**src/rtl/alu_ex_if.sv**
```systemverilog
// Handshake bundle for the execute-stage ALU: operand request side and result side.
interface alu_ex_if #(parameter int WIDTH = 32);
  logic             in_valid;
  logic             in_ready;
  logic [3:0]       aluCtr;
  logic [WIDTH-1:0] input1;
  logic [WIDTH-1:0] input2;
  logic             out_valid;
  logic             out_ready;
  logic [WIDTH-1:0] aluRes;
  logic             zero;
  logic             overflow;
  logic             illegal;

  modport slave (
    input  in_valid, aluCtr, input1, input2, out_ready,
    output in_ready, out_valid, aluRes, zero, overflow, illegal
  );

  modport master (
    output in_valid, aluCtr, input1, input2, out_ready,
    input  in_ready, out_valid, aluRes, zero, overflow, illegal
  );
endinterface

```
**src/rtl/alu_ex_stage.sv**
```systemverilog
// Registered execute-stage ALU with a two-entry output buffer (out reg + skid reg)
// so throughput stays at one op per cycle while in_ready is driven from a flop.
module alu_ex_stage #(
  parameter int WIDTH = 32
) (
  input  logic      clk,
  input  logic      reset,
  alu_ex_if.slave   bus
);

  localparam int M = WIDTH - 1;

  typedef struct packed {
    logic [WIDTH-1:0] res;
    logic             zero;
    logic             ovf;
    logic             ill;
  } res_t;

  typedef enum logic [1:0] {EMPTY, ONE, TWO} state_t;

  state_t           state;
  res_t             out_q, skid_q, alu;
  logic             out_valid_q, rdy_q;
  logic [WIDTH-1:0] a, b, sum, diff;
  logic             in_x, out_x;

  assign a     = bus.input1;
  assign b     = bus.input2;
  assign sum   = a + b;
  assign diff  = a - b;
  assign in_x  = bus.in_valid & rdy_q;
  assign out_x = out_valid_q & bus.out_ready;

  always_comb begin
    alu = '0;
    unique case (bus.aluCtr)
      4'b0000: alu.res = a & b;
      4'b0001: alu.res = a | b;
      4'b0010: begin
        alu.res = sum;
        alu.ovf = (a[M] == b[M]) && (sum[M] != a[M]);
      end
      4'b0110: begin
        alu.res = diff;
        alu.ovf = (a[M] != b[M]) && (diff[M] != a[M]);
      end
      // true signed compare, not the sign of a-b, so it stays right on overflow
      4'b0111: alu.res = {{(WIDTH-1){1'b0}}, ($signed(a) < $signed(b))};
      4'b1100: alu.res = ~(a | b);
      default: alu.ill = 1'b1;
    endcase
    alu.zero = (alu.res == '0);
  end

  always_ff @(posedge clk or posedge reset) begin
    if (reset) begin
      state       <= EMPTY;
      out_q       <= '0;
      skid_q      <= '0;
      out_valid_q <= 1'b0;
      rdy_q       <= 1'b0;
    end else begin
      unique case (state)
        EMPTY: begin
          if (in_x) begin
            out_q       <= alu;
            state       <= ONE;
            out_valid_q <= 1'b1;
          end
          rdy_q <= 1'b1;
        end
        ONE: begin
          if (in_x && out_x) begin
            out_q <= alu;
          end else if (in_x) begin
            skid_q <= alu;
            state  <= TWO;
            rdy_q  <= 1'b0;
          end else if (out_x) begin
            state       <= EMPTY;
            out_valid_q <= 1'b0;
          end
          if (!(in_x && !out_x)) rdy_q <= 1'b1;
        end
        TWO: begin
          if (out_x) begin
            out_q <= skid_q;
            state <= ONE;
            rdy_q <= 1'b1;
          end
        end
        default: begin
          state       <= EMPTY;
          out_valid_q <= 1'b0;
          rdy_q       <= 1'b1;
        end
      endcase
    end
  end

  assign bus.in_ready  = rdy_q;
  assign bus.out_valid = out_valid_q;
  assign bus.aluRes    = out_q.res;
  assign bus.zero      = out_q.zero;
  assign bus.overflow  = out_q.ovf;
  assign bus.illegal   = out_q.ill;

endmodule

```
**src/flat_wrapper.sv**
```systemverilog
// flat-port wrapper written by rule: the top's interface ports become plain ports
module alu_ex_stage_flat 
#(
  parameter int WIDTH = 32
)
  (clk, reset, bus_in_valid, bus_aluCtr, bus_input1, bus_input2, bus_out_ready, bus_in_ready, bus_out_valid, bus_aluRes, bus_zero, bus_overflow, bus_illegal);
  alu_ex_if #(.WIDTH(WIDTH)) bus_i ();
  input  logic clk;
  input  logic reset;
  input wire logic [$bits(bus_i.in_valid)-1:0] bus_in_valid;
  input wire logic [$bits(bus_i.aluCtr)-1:0] bus_aluCtr;
  input wire logic [$bits(bus_i.input1)-1:0] bus_input1;
  input wire logic [$bits(bus_i.input2)-1:0] bus_input2;
  input wire logic [$bits(bus_i.out_ready)-1:0] bus_out_ready;
  output wire logic [$bits(bus_i.in_ready)-1:0] bus_in_ready;
  output wire logic [$bits(bus_i.out_valid)-1:0] bus_out_valid;
  output wire logic [$bits(bus_i.aluRes)-1:0] bus_aluRes;
  output wire logic [$bits(bus_i.zero)-1:0] bus_zero;
  output wire logic [$bits(bus_i.overflow)-1:0] bus_overflow;
  output wire logic [$bits(bus_i.illegal)-1:0] bus_illegal;
  assign bus_i.in_valid = bus_in_valid;
  assign bus_i.aluCtr = bus_aluCtr;
  assign bus_i.input1 = bus_input1;
  assign bus_i.input2 = bus_input2;
  assign bus_i.out_ready = bus_out_ready;
  assign bus_in_ready = bus_i.in_ready;
  assign bus_out_valid = bus_i.out_valid;
  assign bus_aluRes = bus_i.aluRes;
  assign bus_zero = bus_i.zero;
  assign bus_overflow = bus_i.overflow;
  assign bus_illegal = bus_i.illegal;
  alu_ex_stage #(.WIDTH(WIDTH)) u_core (.clk(clk), .reset(reset), .bus(bus_i));
endmodule
```
**config.mk**
```make
export PLATFORM = sky130hd
export DESIGN_NAME = alu_ex_stage_flat
export DESIGN_NICKNAME = d
export VERILOG_FILES = /design/src/rtl/alu_ex_if.sv /design/src/rtl/alu_ex_stage.sv /design/src/flat_wrapper.sv
export SDC_FILE = /design/constraint.sdc
export NUM_CORES = 1
export LEC_CHECK = 0
export CAP_MARGIN = 20
export CORE_MARGIN = 2
export CORE_UTILIZATION = 45
export CTS_CLUSTER_DIAMETER = 40
export DETAILED_ROUTE_END_ITERATION = 8
export PLACE_DENSITY_LB_ADDON = 0.15
export SETUP_SLACK_MARGIN = 0.02
export SYNTH_ARGS = -nofsm -noshare
export SYNTH_HDL_FRONTEND = slang
export SYNTH_SLANG_ARGS = --single-unit
export TNS_END_PERCENT = 1
```
**constraint.sdc**
```tcl
create_clock -name clk -period 2.7 [get_ports clk]
set_input_delay 0.27 -clock clk [delete_from_list [all_inputs] [get_ports clk]]
set_output_delay 0.27 -clock clk [all_outputs]
set_load 0.01 [all_outputs]
```
## After elaboration in Yosys (flattened, before gate mapping)

Cells that the tools add are included.
W data, S select, Z words.

- Add/sub/neg operators: 2
- Multiply operators: 0
- Div/mod/pow operators: 0
- $lt $le $gt $ge: 1
- Equality and inequality tests: 20
- Shifts and indexed selects: 0
- Multiplexer cells: 23
- Bitwise operators: 7
- Reduce and logical (&&, ||, !) cells: 15

Operator list:

| operator | number |
|---|---|
| $pmux W32 S6 | 1 |
| $mux W35 | 3 |
| $pmux W35 S3 | 1 |
| $add A32 B32 Y32 | 1 |
| $and A32 B32 Y32 | 1 |
| $logic_not A32 Y1 | 1 |
| $lt A32 B32 Y1 | 1 |
| $not A32 Y32 | 1 |
| $or A32 B32 Y32 | 1 |
| $sub A32 B32 Y32 | 1 |
| $mux W2 | 5 |
| $mux W1 | 9 |
| $eq A4 B3 Y1 const B | 2 |
| $ne A2 B1 Y1 const B | 4 |
| $reduce_and A4 Y1 | 2 |
| $pmux W2 S3 | 1 |
| $reduce_and A3 Y1 | 2 |
| $reduce_or A6 Y1 | 1 |
| $reduce_and A5 Y1 | 1 |
| $eq A4 B1 Y1 const B | 1 |
| $eq A4 B2 Y1 const B | 1 |
| $eq A4 B4 Y1 const B | 1 |
| $logic_and A1 B1 Y1 | 4 |
| $logic_not A4 Y1 | 1 |
| other kinds (15) | 21 |

- Register bits after elaboration: 74
- Latch bits: 0
- RAM bits: 0
- ROM bits: 0
- Input port bits: 72
- Output and inout bits: 37
- Logic and storage cells: 79
- Memories kept: 0

## Depth between registers and ports, before layout

- Depth in word-level cells: 6
- Gate-level depth with buffers: 14
- Depth with buffers taken out: 14

## Worst setup path after synthesis

No wires, ideal clock.

- Path kind: input port to flip-flop
- From: input bus_input1[0]
- To: register u_core.out_q (netlist bit u_core.bus.zero)
- Setup time: 0.076 ns
- Data arrival time: 3.382 ns
- Data required time: 2.624 ns
- Setup slack: -0.758 ns
- Cell stages on the path: 14
- Buffers on the path: 0
- Path through: inv_1 ha_1 fa_1 o21ba_1 or4_4 a2111oi_2 nor2_2 and3_4 o32ai_4 nor4b_2 nand4b_1 nor4_1 nand2_1 o21ai_1

- Cells in the longest elaborated chain, start to end: 6
- Elaborated cells on any way between the ends: 11
- Classes of those cells: 2 x add/sub; 1 x order compare; 4 x mux; 3 x bitwise; 1 x reduce/logical

RTL lines:

| element | line | RTL |
|---|---|---|
| start, declared | flat_wrapper.sv:12 | `input wire logic [$bits(bus_i.input1)-1:0] bus_input1;` |
| parallel branches: the longest is 2 deep, another holds $sub A32 B32 Y32 | - |  |
| $pmux W32 S6 * | alu_ex_stage.sv:37 | `unique case (bus.aluCtr)` |
| $logic_not A32 Y1 * | alu_ex_stage.sv:53 | `alu.zero = (alu.res == '0);` |
| $mux W35, on equally long branches | alu_ex_stage.sv:74, alu_ex_stage.sv:66 |  |
| $pmux W35 S3 * | alu_ex_stage.sv:64 | `unique case (state)` |
| end signal, assigned | alu_ex_stage.sv:67 | `out_q <= alu;` |
| end signal, assigned | alu_ex_stage.sv:75 | `out_q <= alu;` |
| end signal, assigned | alu_ex_stage.sv:88 | `out_q <= skid_q;` |
| end, declared | alu_ex_stage.sv:23 | `res_t out_q, skid_q, alu;` |

Every way passes the cells marked *. The select of a mux whose other input is x is not followed.
A chain may end at the register's enable or synchronous reset.

## Final worst setup path

Same ends and word-level chain as after synthesis.

==> summary.txt <==
Layout
  • Share of layout cells above drive strength 1: 37.8%
  • Sequential Area: 1850 µm²
  • Antenna fix cells: 0
  • Fin util: 73.6%
  • Area Growth Syn to Fin: 60.9%
  • Final nets: 1880
  • Filler cells: 1569
  • Area of the multi-input gates: 7450 µm²

Route
  • Wire per inst: 19.4 µm
  • DRC: 0
  • Initial drt markers: 1120
  • Routed Antenna Nets: 0
  • Vias post-DR: 11610
  • Vias per cell: 5.86
  • Drt pass-1 iters: 5
  • WL final: 38.4 mm

Global route
  • Pin count of the biggest net entering global routing: 75
  • Global-route wire length before repair: 60.3 mm
  • Grt total ovfl: 0
  • Total GRT Usage: 34.7%
  • Number of global-route vias before repair: 11335
  • Initial antenna violation count: 0

Clocking
  • Sink Count: 74
  • CTS root buf: clkbuf_16
  • CTS max path bufs: 2
  • Register clock-pin slew on the reported worst setup and hold paths: 0.06 ns
  • Total CTS buffers: 9
  • CTS tree: built
  • Clk_lat worst skew: 0.34 ns
  • H-tree depth: 3

STA
  • Setup slack after layout: -0.894 ns
  • Final Hold Viols: 0
  • Period utilisation layout: 133%
  • Pins over their slew limit: 0
  • Final min period: 3.59 ns
  • Setup-failing EPs final: 43
  • Max Fclk: 278 MHz
  • Slew headroom: 41.6%
  • RSZ-0062 raised after global routing: yes
  • Slew @ Worst Pin: 0.877 ns
  • Worst Skew: 0.00699 ns

Floorplanning
  • I/O pin cnt: 109
  • Width of the die: 147 µm
  • Starting Density: 45.7%
  • FP Rows: 52
  • Die ar.: 21700 µm²
  • Die Span Y: 147 µm
  • Core area: 20200 µm²

Worst setup path
  • Crit path max fanout: 3
  • Worst path arrival time: 3.86 ns
  • Worst R2R Start: u_core.bus.out_valid
  • WS Path Type: in2reg
  • FF-to-FF setup slack: 0.64 ns
  • Startpoint types: primary input
  • Reg2reg path depth: 7
  • Reg2reg end: u_core.bus.aluRes[9]
  • Critical Path RT: 2.97 ns
  • Endpoint type of the worst setup path: flop

Synth
  • Avg Inst Size Synth: 7.52 µm²
  • Sequential area share after synthesis: 20.1%
  • Top post-synthesis cells by count: nand2_1 (120), inv_1 (103), a21oi_1 (101), ha_1 (100), nor2_1 (100)
  • #FFs+latches synth: 74
  • Post-Syn Instances: 1227
  • Post-Syn Area: 9230 µm²
  • Post-synth top area share: 20.1%
  • Asr flop ratio synth: 100%
  • Syn Nets: 1401
  • Synth Flop Type: dfrtp_1
  • Ys Warns: 0
  • Cells taking the most area after synthesis: dfrtp_1 (20%), ha_1 (14%), a21oi_1 (5.5%)
  • Top-count cell post-synth: nand2_1
  • EDFF count, synth: 0
  • Netlist cell types: 85
  • Most area-hungry cell type in the Yosys netlist: dfrtp_1

Hold path
  • Min-delay worst type: in2async

Status
  • Status: complete, but fails checks
  • Failing checks: negative setup slack

Place
  • Pre-CTS setup slack: -1.69 ns
  • Hpwl dp: 30.3 mm
  • Routability-driven placement congestion ratio: 1.02
  • I/O Buffers: 108

Flow run
  • Max-cap violations: 0

Power
  • Power per cell area: 512 nW/µm²
  • VDD IR-drop max: 0.433 mV
  • Leakage: 7.04 nW
-- worst max-delay path, cell delays in order --
cell and delay, ns:
buf_8 0.09, inv_6 0.03, ha_4 0.16, fa_2 0.34
o21ba_4 0.23, or4_4 0.44, buf_4 0.16, a21o_1 0.18
a211o_1 0.34, a31oi_2 0.17, xnor2_1 0.10, a221o_1 0.37
or3b_4 0.40, nor4_4 0.25, buf_4 0.16, nand2_4 0.05
o21ai_2 0.13
-- final cells by class --
| cell class | instances | area share, % |
|---|---|---|
| Timing Repair Buffer | 547 | 30.2 |
| Sequential cell | 74 | 12.5 |
| Clock inverter | 6 | 0.607 |
| Clock buffer | 10 | 1.61 |
| Multi-Input combinational cell | 970 | 50.2 |
| Inverter | 104 | 2.66 |
| Tap cell | 270 | 2.28 |
-- sequential cells by signal, summed over array words and instances, names as in the netlist --
name                  cells
u_core.bus.illegal        1
u_core.state              2
u_core.bus.zero           1
u_core.bus.aluRes        32
u_core.bus.in_ready       1
u_core.bus.overflow       1
u_core.skid_q            35
u_core.bus.out_valid      1
-- worst max-delay path by stage --
| stage | startpoint | end | slack (ns) | depth (start not counted) |
|---|---|---|---|---|
| 6_report | bus_input1[0] | u_core.bus.zero | -0.89 | 17 |
| 5_1_grt | bus_input1[0] | u_core.bus.zero | -1.02 | 19 |
| 4_1_cts | bus_input1[0] | u_core.bus.zero | -0.91 | 16 |
| 3_5_place_dp | bus_input1[0] | u_core.bus.zero | -1.69 | 16 |
| 3_3_place_gp | bus_input2[12] | u_core.bus.zero | -1.68 | 16 |
| 2_1_floorplan | bus_input1[0] | u_core.bus.zero | -0.65 | 14 |
-- power by group --
group / internal, mW / switching [mW] / total (mW)
clock: 0.835 / 0.470 / 1.30
combinational: 2.16 / 2.19 / 4.36
sequential: 1.63 / 0.311 / 1.94
-- placed cells by master (no fill, tap or decap), types with 16 or more instances in the layout --
cell type	instances
nand3_1	22
nand2_1	118
mux2i_1	19
o22ai_1	22
a22oi_1	27
inv_1	86
o21ai_0	56
nor2b_1	18
mux2_2	25
clkdlybuf4s50_1	88
inv_2	16
nor2_1	93
ha_1	80
a21o_1	16
dfrtp_1	74
a21oi_1	88
buf_4	425
-- kinds of logic (layout without fill, tap and decap cells) --
kind of cell | after synthesis | after routing | synth area share [%]
and+or+nand+nor | 394 | 394 | 21.0
buffers and inverters | 183 | 667 | 7.57
muxes | 50 | 50 | 5.90
adders and majority gates | 102 | 102 | 14.0
AOI/OAI and AO/OA | 421 | 421 | 31.2
DFF | 74 | 74 | 20.1
xor gates and xnor gates | 3 | 3 | 0.285
-- timing repair --
item,in CTS,in global routing
setup endpoints to repair,60,55
setup buffers,7,7
hold buffers,0,0
pin swaps,42,34
gates cloned,0,0
gates resized for setup,142,75
-- routing by layer --
metal | up-vias | track usage, % | part of all wire (%)
met4 | 0 | 9.66 | 2.3
met5 | - | 0 | 0
li1 | 5470 | - | -
met1 | 5567 | 48.0 | 44
met2 | 494 | 58.2 | 47
met3 | 79 | 2.95 | 6.6
-- per-stage QoR --
stage          TNS [ns]  total power [mW]  area, µm²  std cells  hold slack, ns
2_1_floorplan     -7.23              3.93       9240       1227           0.445
3_3_place_gp     -55.69              5.79      13600       1951           0.452
3_5_place_dp     -59.37              5.92      13600       1951           0.465
4_1_cts          -15.42              7.44      14500       1974           0.348
5_1_grt          -20.80              8.04      14800       1981           0.373
6_report         -15.59              7.60      14800       1981           0.312
Note: power is estimated with default switching activity, not from simulation.
